[config.mk]
export PLATFORM = sky130hd
export DESIGN_NAME = key_schedule
export DESIGN_NICKNAME = d
export VERILOG_FILES = /design/src/rtl/key_sched_pkg.sv /design/src/rtl/key_pc2.sv /design/src/rtl/key_schedule.sv
export SDC_FILE = /design/constraint.sdc
export NUM_CORES = 1
export LEC_CHECK = 0
export ABC_AREA = 1
export CAP_MARGIN = 15
export CORE_MARGIN = 3
export CORE_UTILIZATION = 40
export CTS_BUF_LIST = sky130_fd_sc_hd__clkbuf_16
export DETAILED_ROUTE_END_ITERATION = 10
export GPL_ROUTABILITY_DRIVEN = 1
export PLACE_DENSITY = 0.71
export RECOVER_POWER = 50
export SETUP_SLACK_MARGIN = 0.2
export SLEW_MARGIN = 20
export SYNTH_ARGS = -nofsm -noshare
export SYNTH_HDL_FRONTEND = slang
export SYNTH_SLANG_ARGS = --single-unit
[constraint.sdc]
create_clock -name clk -period 4.55 [get_ports clk]
set_input_delay 0.91 -clock clk [delete_from_list [all_inputs] [get_ports clk]]
set_output_delay 0.91 -clock clk [all_outputs]
set_load 0.01 [all_outputs]
[src/rtl/key_sched_pkg.sv]
// Shared DES key-schedule tables, state encoding and bit-level helpers.
// DES numbering is MSB-first: DES bit n of a W-bit vector lives at index W-n.
package key_sched_pkg;

  typedef enum logic {
    IDLE = 1'b0,
    RUN  = 1'b1
  } state_t;

  localparam int PC1_TAB [56] = '{
    57, 49, 41, 33, 25, 17,  9,  1, 58, 50, 42, 34, 26, 18,
    10,  2, 59, 51, 43, 35, 27, 19, 11,  3, 60, 52, 44, 36,
    63, 55, 47, 39, 31, 23, 15,  7, 62, 54, 46, 38, 30, 22,
    14,  6, 61, 53, 45, 37, 29, 21, 13,  5, 28, 20, 12,  4
  };

  localparam int PC2_TAB [48] = '{
    14, 17, 11, 24,  1,  5,  3, 28, 15,  6, 21, 10,
    23, 19, 12,  4, 26,  8, 16,  7, 27, 20, 13,  2,
    41, 52, 31, 37, 47, 55, 30, 40, 51, 45, 33, 48,
    44, 49, 39, 56, 34, 53, 46, 42, 50, 36, 29, 32
  };

  // Rotation applied before subkey Kn (index n-1).
  localparam int SHIFT_TAB [16] = '{1, 1, 2, 2, 2, 2, 2, 2, 1, 2, 2, 2, 2, 2, 2, 1};

  function automatic logic [55:0] pc1(input logic [63:0] key);
    logic [55:0] cd;
    cd = '0;
    for (int j = 1; j <= 56; j++) cd[56-j] = key[64-PC1_TAB[j-1]];
    return cd;
  endfunction

  // C and D halves rotate independently; two selects a double rotation.
  function automatic logic [55:0] rotl(input logic [55:0] cd, input logic two);
    logic [27:0] c;
    logic [27:0] d;
    c = cd[55:28];
    d = cd[27:0];
    if (two) return {c[25:0], c[27:26], d[25:0], d[27:26]};
    return {c[26:0], c[27], d[26:0], d[27]};
  endfunction

  function automatic logic [55:0] rotr(input logic [55:0] cd, input logic two);
    logic [27:0] c;
    logic [27:0] d;
    c = cd[55:28];
    d = cd[27:0];
    if (two) return {c[1:0], c[27:2], d[1:0], d[27:2]};
    return {c[0], c[27:1], d[0], d[27:1]};
  endfunction

  // DES keys carry odd parity per byte; any even byte is a violation.
  function automatic logic key_parity_err(input logic [63:0] key);
    logic err;
    err = 1'b0;
    for (int b = 0; b < 8; b++) if (!(^key[8*b +: 8])) err = 1'b1;
    return err;
  endfunction

endpackage

[src/rtl/key_pc2.sv]
// PC-2 permuted choice: 56-bit C/D register contents to 48-bit round subkey.
module key_pc2
  import key_sched_pkg::*;
(
  input  logic [55:0] cd,
  output logic [47:0] subkey
);

  always_comb begin
    subkey = '0;
    for (int i = 1; i <= 48; i++) subkey[48-i] = cd[56-PC2_TAB[i-1]];
  end

endmodule

[src/rtl/key_schedule.sv]
// DES key schedule: emits 16 subkeys over a valid/ready stream, forward for
// encryption or reversed for decryption, with optional key parity flag.
module key_schedule
  import key_sched_pkg::*;
#(
  parameter int PARITY_CHECK = 1
) (
  input  logic        clk,
  input  logic        rst_n,
  input  logic        start,
  input  logic        decrypt,
  input  logic [63:0] key,
  output logic        busy,
  output logic        subkey_valid,
  input  logic        subkey_ready,
  output logic [47:0] subkey,
  output logic [3:0]  round,
  output logic        last,
  output logic        parity_err,
  output logic        state_dbg
);

  state_t      state, state_nxt;
  logic [55:0] cd;
  logic        dec_q;
  logic [3:0]  cnt;
  logic        par_q;
  logic        xfer;
  logic [3:0]  shift_idx;
  logic        shift_two;

  // Handshake: subkey/round/last are valid while subkey_valid is high and are
  // held unchanged until a cycle with subkey_valid & subkey_ready (a transfer);
  // each transfer steps C/D, and the transfer carrying last ends the schedule.
  assign xfer = (state == RUN) && subkey_ready;

  // Encrypt walks forward to the next round's left shift; decrypt undoes the
  // shift of the round just emitted.
  assign shift_idx = dec_q ? (4'd15 - cnt) : (cnt + 4'd1);
  assign shift_two = (SHIFT_TAB[shift_idx] == 2);

  always_comb begin
    state_nxt = state;
    case (state)
      IDLE:    if (start) state_nxt = RUN;
      RUN:     if (xfer && cnt == 4'd15) state_nxt = IDLE;
      default: state_nxt = IDLE;
    endcase
  end

  always_ff @(posedge clk or negedge rst_n) begin
    if (!rst_n) begin
      state <= IDLE;
      cd    <= '0;
      dec_q <= 1'b0;
      cnt   <= '0;
      par_q <= 1'b0;
    end else begin
      state <= state_nxt;
      if (state == IDLE && start) begin
        cd    <= decrypt ? pc1(key) : rotl(pc1(key), SHIFT_TAB[0] == 2);
        dec_q <= decrypt;
        cnt   <= '0;
        par_q <= key_parity_err(key);
      end else if (xfer) begin
        cd <= dec_q ? rotr(cd, shift_two) : rotl(cd, shift_two);
        if (cnt != 4'd15) cnt <= cnt + 4'd1;
      end
    end
  end

  key_pc2 u_pc2 (
    .cd     (cd),
    .subkey (subkey)
  );

  assign busy         = (state == RUN);
  assign subkey_valid = (state == RUN);
  assign state_dbg    = state;
  assign round        = dec_q ? (4'd15 - cnt) : cnt;
  assign last         = (state == RUN) && (cnt == 4'd15);
  assign parity_err   = (PARITY_CHECK != 0) ? par_q : 1'b0;

endmodule

==> key figures <==
Run status
  • Status: finished with violations
  • Violations in the final reports: max-capacitance violations, max-slew violations

Power and ir drop
  • Leakage power: about 0.0043 uW
  • Worst IR drop on VDD: about 0.51 mV
  • Power density cells: around 850 mW/mm^2

Worst setup path
  • Dominant delay contributor by cell family on the critical path: buffers and inverters
  • CP Capture Type: flop
  • Worst reg2reg path depth: 11
  • Crit path required time: 4.79 ns
  • Buffers and inverters on the worst path: 5
  • Ordered cell list for the critical path: dlygate4sd3_1, inv_1, nor2_1, inv_1, buf_4, o21ai_0, nand3_1, nand2_1, inv_1
  • Endpoint of the lowest-slack register-to-register path: cd[53]
  • Origin of the critical flop-to-flop path: cnt[1]
  • Path length in cells of the critical path: 9
  • Register-to-Register Setup Slack: ~1.6 ns
  • Most common cell on crit path: inv_1
  • Critical-path top delay cell: dlygate4sd3_1
  • WS Path Type: input port to flop
  • Data arrival, critical path: 3.20 ns
  • Startpoint type of the worst setup path: input port
  • Maximum net fanout on the critical path: 57
  • Slowest cell delay on critical path: 0.52 ns

Global routing
  • Global-route track usage on met1: between 30% and 40%
  • Combined global-route utilization of all metal layers: 22.1%
  • Layer carrying the most global-route usage: met1
  • Met2 layer usage reported by global route: 30.9%
  • Total gr overflow: 0
  • First-pass GRT wire length: 35.2 mm
  • Largest net degree at the start of global routing: 58
  • Number of antenna violations at the first check in global routing: 0
  • Number of global-route vias before repair: 6698
  • Met3 usage in global routing: about 3.3%

Clock tree
  • Clock-pin slew reported for the worst setup and hold paths after clock tree synthesis: 0.06 ns
  • Deepest level of the CTS H-tree: 3
  • Longest Clk Path Bufs: 2
  • Count of buffers added by post-CTS timing repair for setup: 0
  • Worst-skew pair later-pin latency: between 0.3 and 0.4 ns
  • TritonCTS Sinks: 63
  • CTS resizes: 0
  • Clock tree from TritonCTS: done
  • Buffer cell driving the clock tree root: clkbuf_16
  • TritonCTS buffer count: 9
  • Number of buffers inserted for hold repair after clock tree synthesis: 0

Layout
  • Final #Nets: 1206
  • Multi-input gate area: between 0.004 and 0.005 sq mm
  • Count of fill cells added during filler insertion: 1721
  • Fraction of layout cells with a size suffix above 1: 12.0%
  • Relative area change from synthesis to final layout: 16.7%
  • ANT cells: 0
  • Sequential cell area: 0.00158 sq mm
  • Filler-free cell count of the finished design: 1359

Flow run
  • Max capacitance violation total: 1

Logic synthesis
  • Fraction of synthesis flops using an asynchronous set or reset pin: 100%
  • Post-Syn Instances: 1097
  • Proportion of synthesized chip area in sequential cells: 22.3%
  • Cell area after technology mapping: slightly above 0.007 sq mm
  • Dominant synthesized flop cell: dfrtp_1
  • Post-synthesis sequential element count: 63
  • Total of warnings raised by yosys: 0
  • Distinct cell type count after synthesis: 25
  • Number of nets produced by synthesis: around 1200
  • Post-synth EDFFs: 0
  • Average instance area after synthesis: 6.44 sq um

STA
  • Final TNS setup: 0 ns
  • Tightest Pin Transition: 1.83 ns
  • Final worst path period share: between 60% and 70%
  • Setup repair after global routing missed its margin: false
  • Number of endpoints failing setup at the final stage: 0
  • Highest Clock Rate: 338 MHz
  • Max-slew violation total from the final report: 29
  • Worst hold margin: between 0.5 and 0.6 ns
  • Clock skew after layout: 0.00705 ns
  • Final hold vios: 0
  • Period minus WS final: ~3 ns
  • Worst slew slack as a fraction of its limit: -22.1%

Placed design
  • Final RePlAce weighted congestion: roughly 0.9
  • Count of port buffers added during placement: about 130
  • Detailed Place HPWL: between 15 and 20 mm
  • Total placed cells including tap cells: approximately 1300

Floorplan
  • Num rows: 47
  • Die area: about 0.019 sq mm
  • Chip Width: 139 um
  • Core area: 0.0169 sq mm
  • Vertical extent of the die: 139 um
  • Num ports: approximately 130
  • Initial Utilization: 41.7%

Route
  • Number of violations reported at the end of detailed-routing iteration 0: about 980
  • Vias after detailed routing: 7089
  • Avg WL per Cell: about 15 um
  • Average via count per standard cell: roughly 5.2
  • Detailed-route DRC error count: 0
  • Wire length after detailed routing: 21.0 mm
  • Router iterations before antenna repair: 6
  • Remaining antenna violation count: 0

Worst hold path
  • Depth of the worst hold-timing path: 2
  • Hold Startpoint: parity_err
  • End point of the worst hold path: parity_err
  • Worst min-delay path category: flop to flop
-- placed cells by master (no fill, tap or decap), drive strengths merged --
master           n
xor2            15
inv            124
nand2          362
xnor2           45
and2             3
clkinvlp         2
clkbuf          11
a21oi            8
nor2            29
nand4            2
or2             56
ha               3
buf             11
mux2i           41
o21ai           70
dlygate4sd3     25
clkdlybuf4s50   98
clkinv           3
bufinv           2
nand3          166
dfrtp           63
-- final cells by class --
cell class | instances | share of cell area, %
inverters | 124 | 5.74
clock inverters | 7 | 1.06
clock buffers | 9 | 2.73
repair buffers | 136 | 16.0
flip-flops and latches | 63 | 19.1
well taps | 220 | 3.34
multi-input cells | 800 | 52.0
-- cell usage after synthesis (2+ instances only) --
master | count | area share, %
ha_1 | 3 | 0.53
buf_8 | 4 | 0.85
nand4_1 | 2 | 0.18
or2_2 | 56 | 5.0
and2_1 | 3 | 0.27
o21ai_0 | 70 | 5.0
nand2_1 | 354 | 19
xor2_1 | 15 | 1.9
buf_4 | 53 | 5.6
nand3_2 | 42 | 6.0
nand3_1 | 124 | 8.8
dfrtp_1 | 63 | 22
xnor2_1 | 45 | 5.6
nand2_2 | 8 | 0.71
nor2_1 | 29 | 1.5
buf_2 | 19 | 1.3
buf_6 | 8 | 1.3
inv_1 | 121 | 6.4
buf_1 | 2 | 0.11
clkbuf_1 | 24 | 1.3
mux2i_1 | 41 | 5.8
a21oi_1 | 8 | 0.57
-- flip-flops by register name, summed over array words and instances (netlist names) --
register	count
busy	1
cd	56
cnt	4
dec_q	1
parity_err	1
-- tightest hold or removal path, delay by kind of cell (launching register included) --
family	cells	cell delay (ns)
simple gates	2	0.14
flops	1	0.34
-- worst max-delay path by stage --
stage                             from      to  slack, ns
final                            start  cd[10]       1.59
after global routing             rst_n  cd[50]       1.26
after CTS                       cnt[1]  cd[53]       1.67
after detailed placement         start  cd[10]       1.37
after global placement           start  cd[10]       1.37
after floorplan           subkey_ready  cd[47]       2.53
-- where the power goes --
group | internal [uW] | leakage, uW | switching (uW) | total [uW]
Combinational | 1890 | 0.00348 | 3110 | 5000
Sequential | 857 | 0.000699 | 366 | 1220
Clock | 475 | 0.000147 | 279 | 754
Total | 3220 | 0.00433 | 3750 | 6970
-- stage by stage --
stage / area, sq um / total power (uW) / utilization (%) / setup WS [ns]
3_3_place_gp: 7940 / 6140 / 46.9 / 1.37
5_1_grt: 8250 / 7740 / 48.7 / 1.26
4_1_cts: 8250 / 6980 / 48.7 / 1.67
6_report: 8250 / 6970 / 48.7 / 1.59
3_5_place_dp: 7940 / 6200 / 46.9 / 1.37
2_1_floorplan: 7060 / 5290 / - / 2.53
-- metal layers --
| metal | up-vias | share of wire (%) |
|---|---|---|
| li1 | 3465 | - |
| met1 | 3261 | 48 |
| met2 | 333 | 41 |
| met3 | 30 | 8.1 |
| met4 | 0 | 2.1 |
| met5 | - | 0 |
-- logic make-up after synthesis --
family	share of synthesized area, %
AO/OA/AOI/OAI	5.53
XOR/XNOR	7.44
adder cells (fa/ha/maj)	0.531
buffers and inverters	17.2
flip-flops	22.3
multiplexers	5.81
AND/OR/NAND/NOR	41.2
Note: power is estimated with default switching activity, not from simulation.
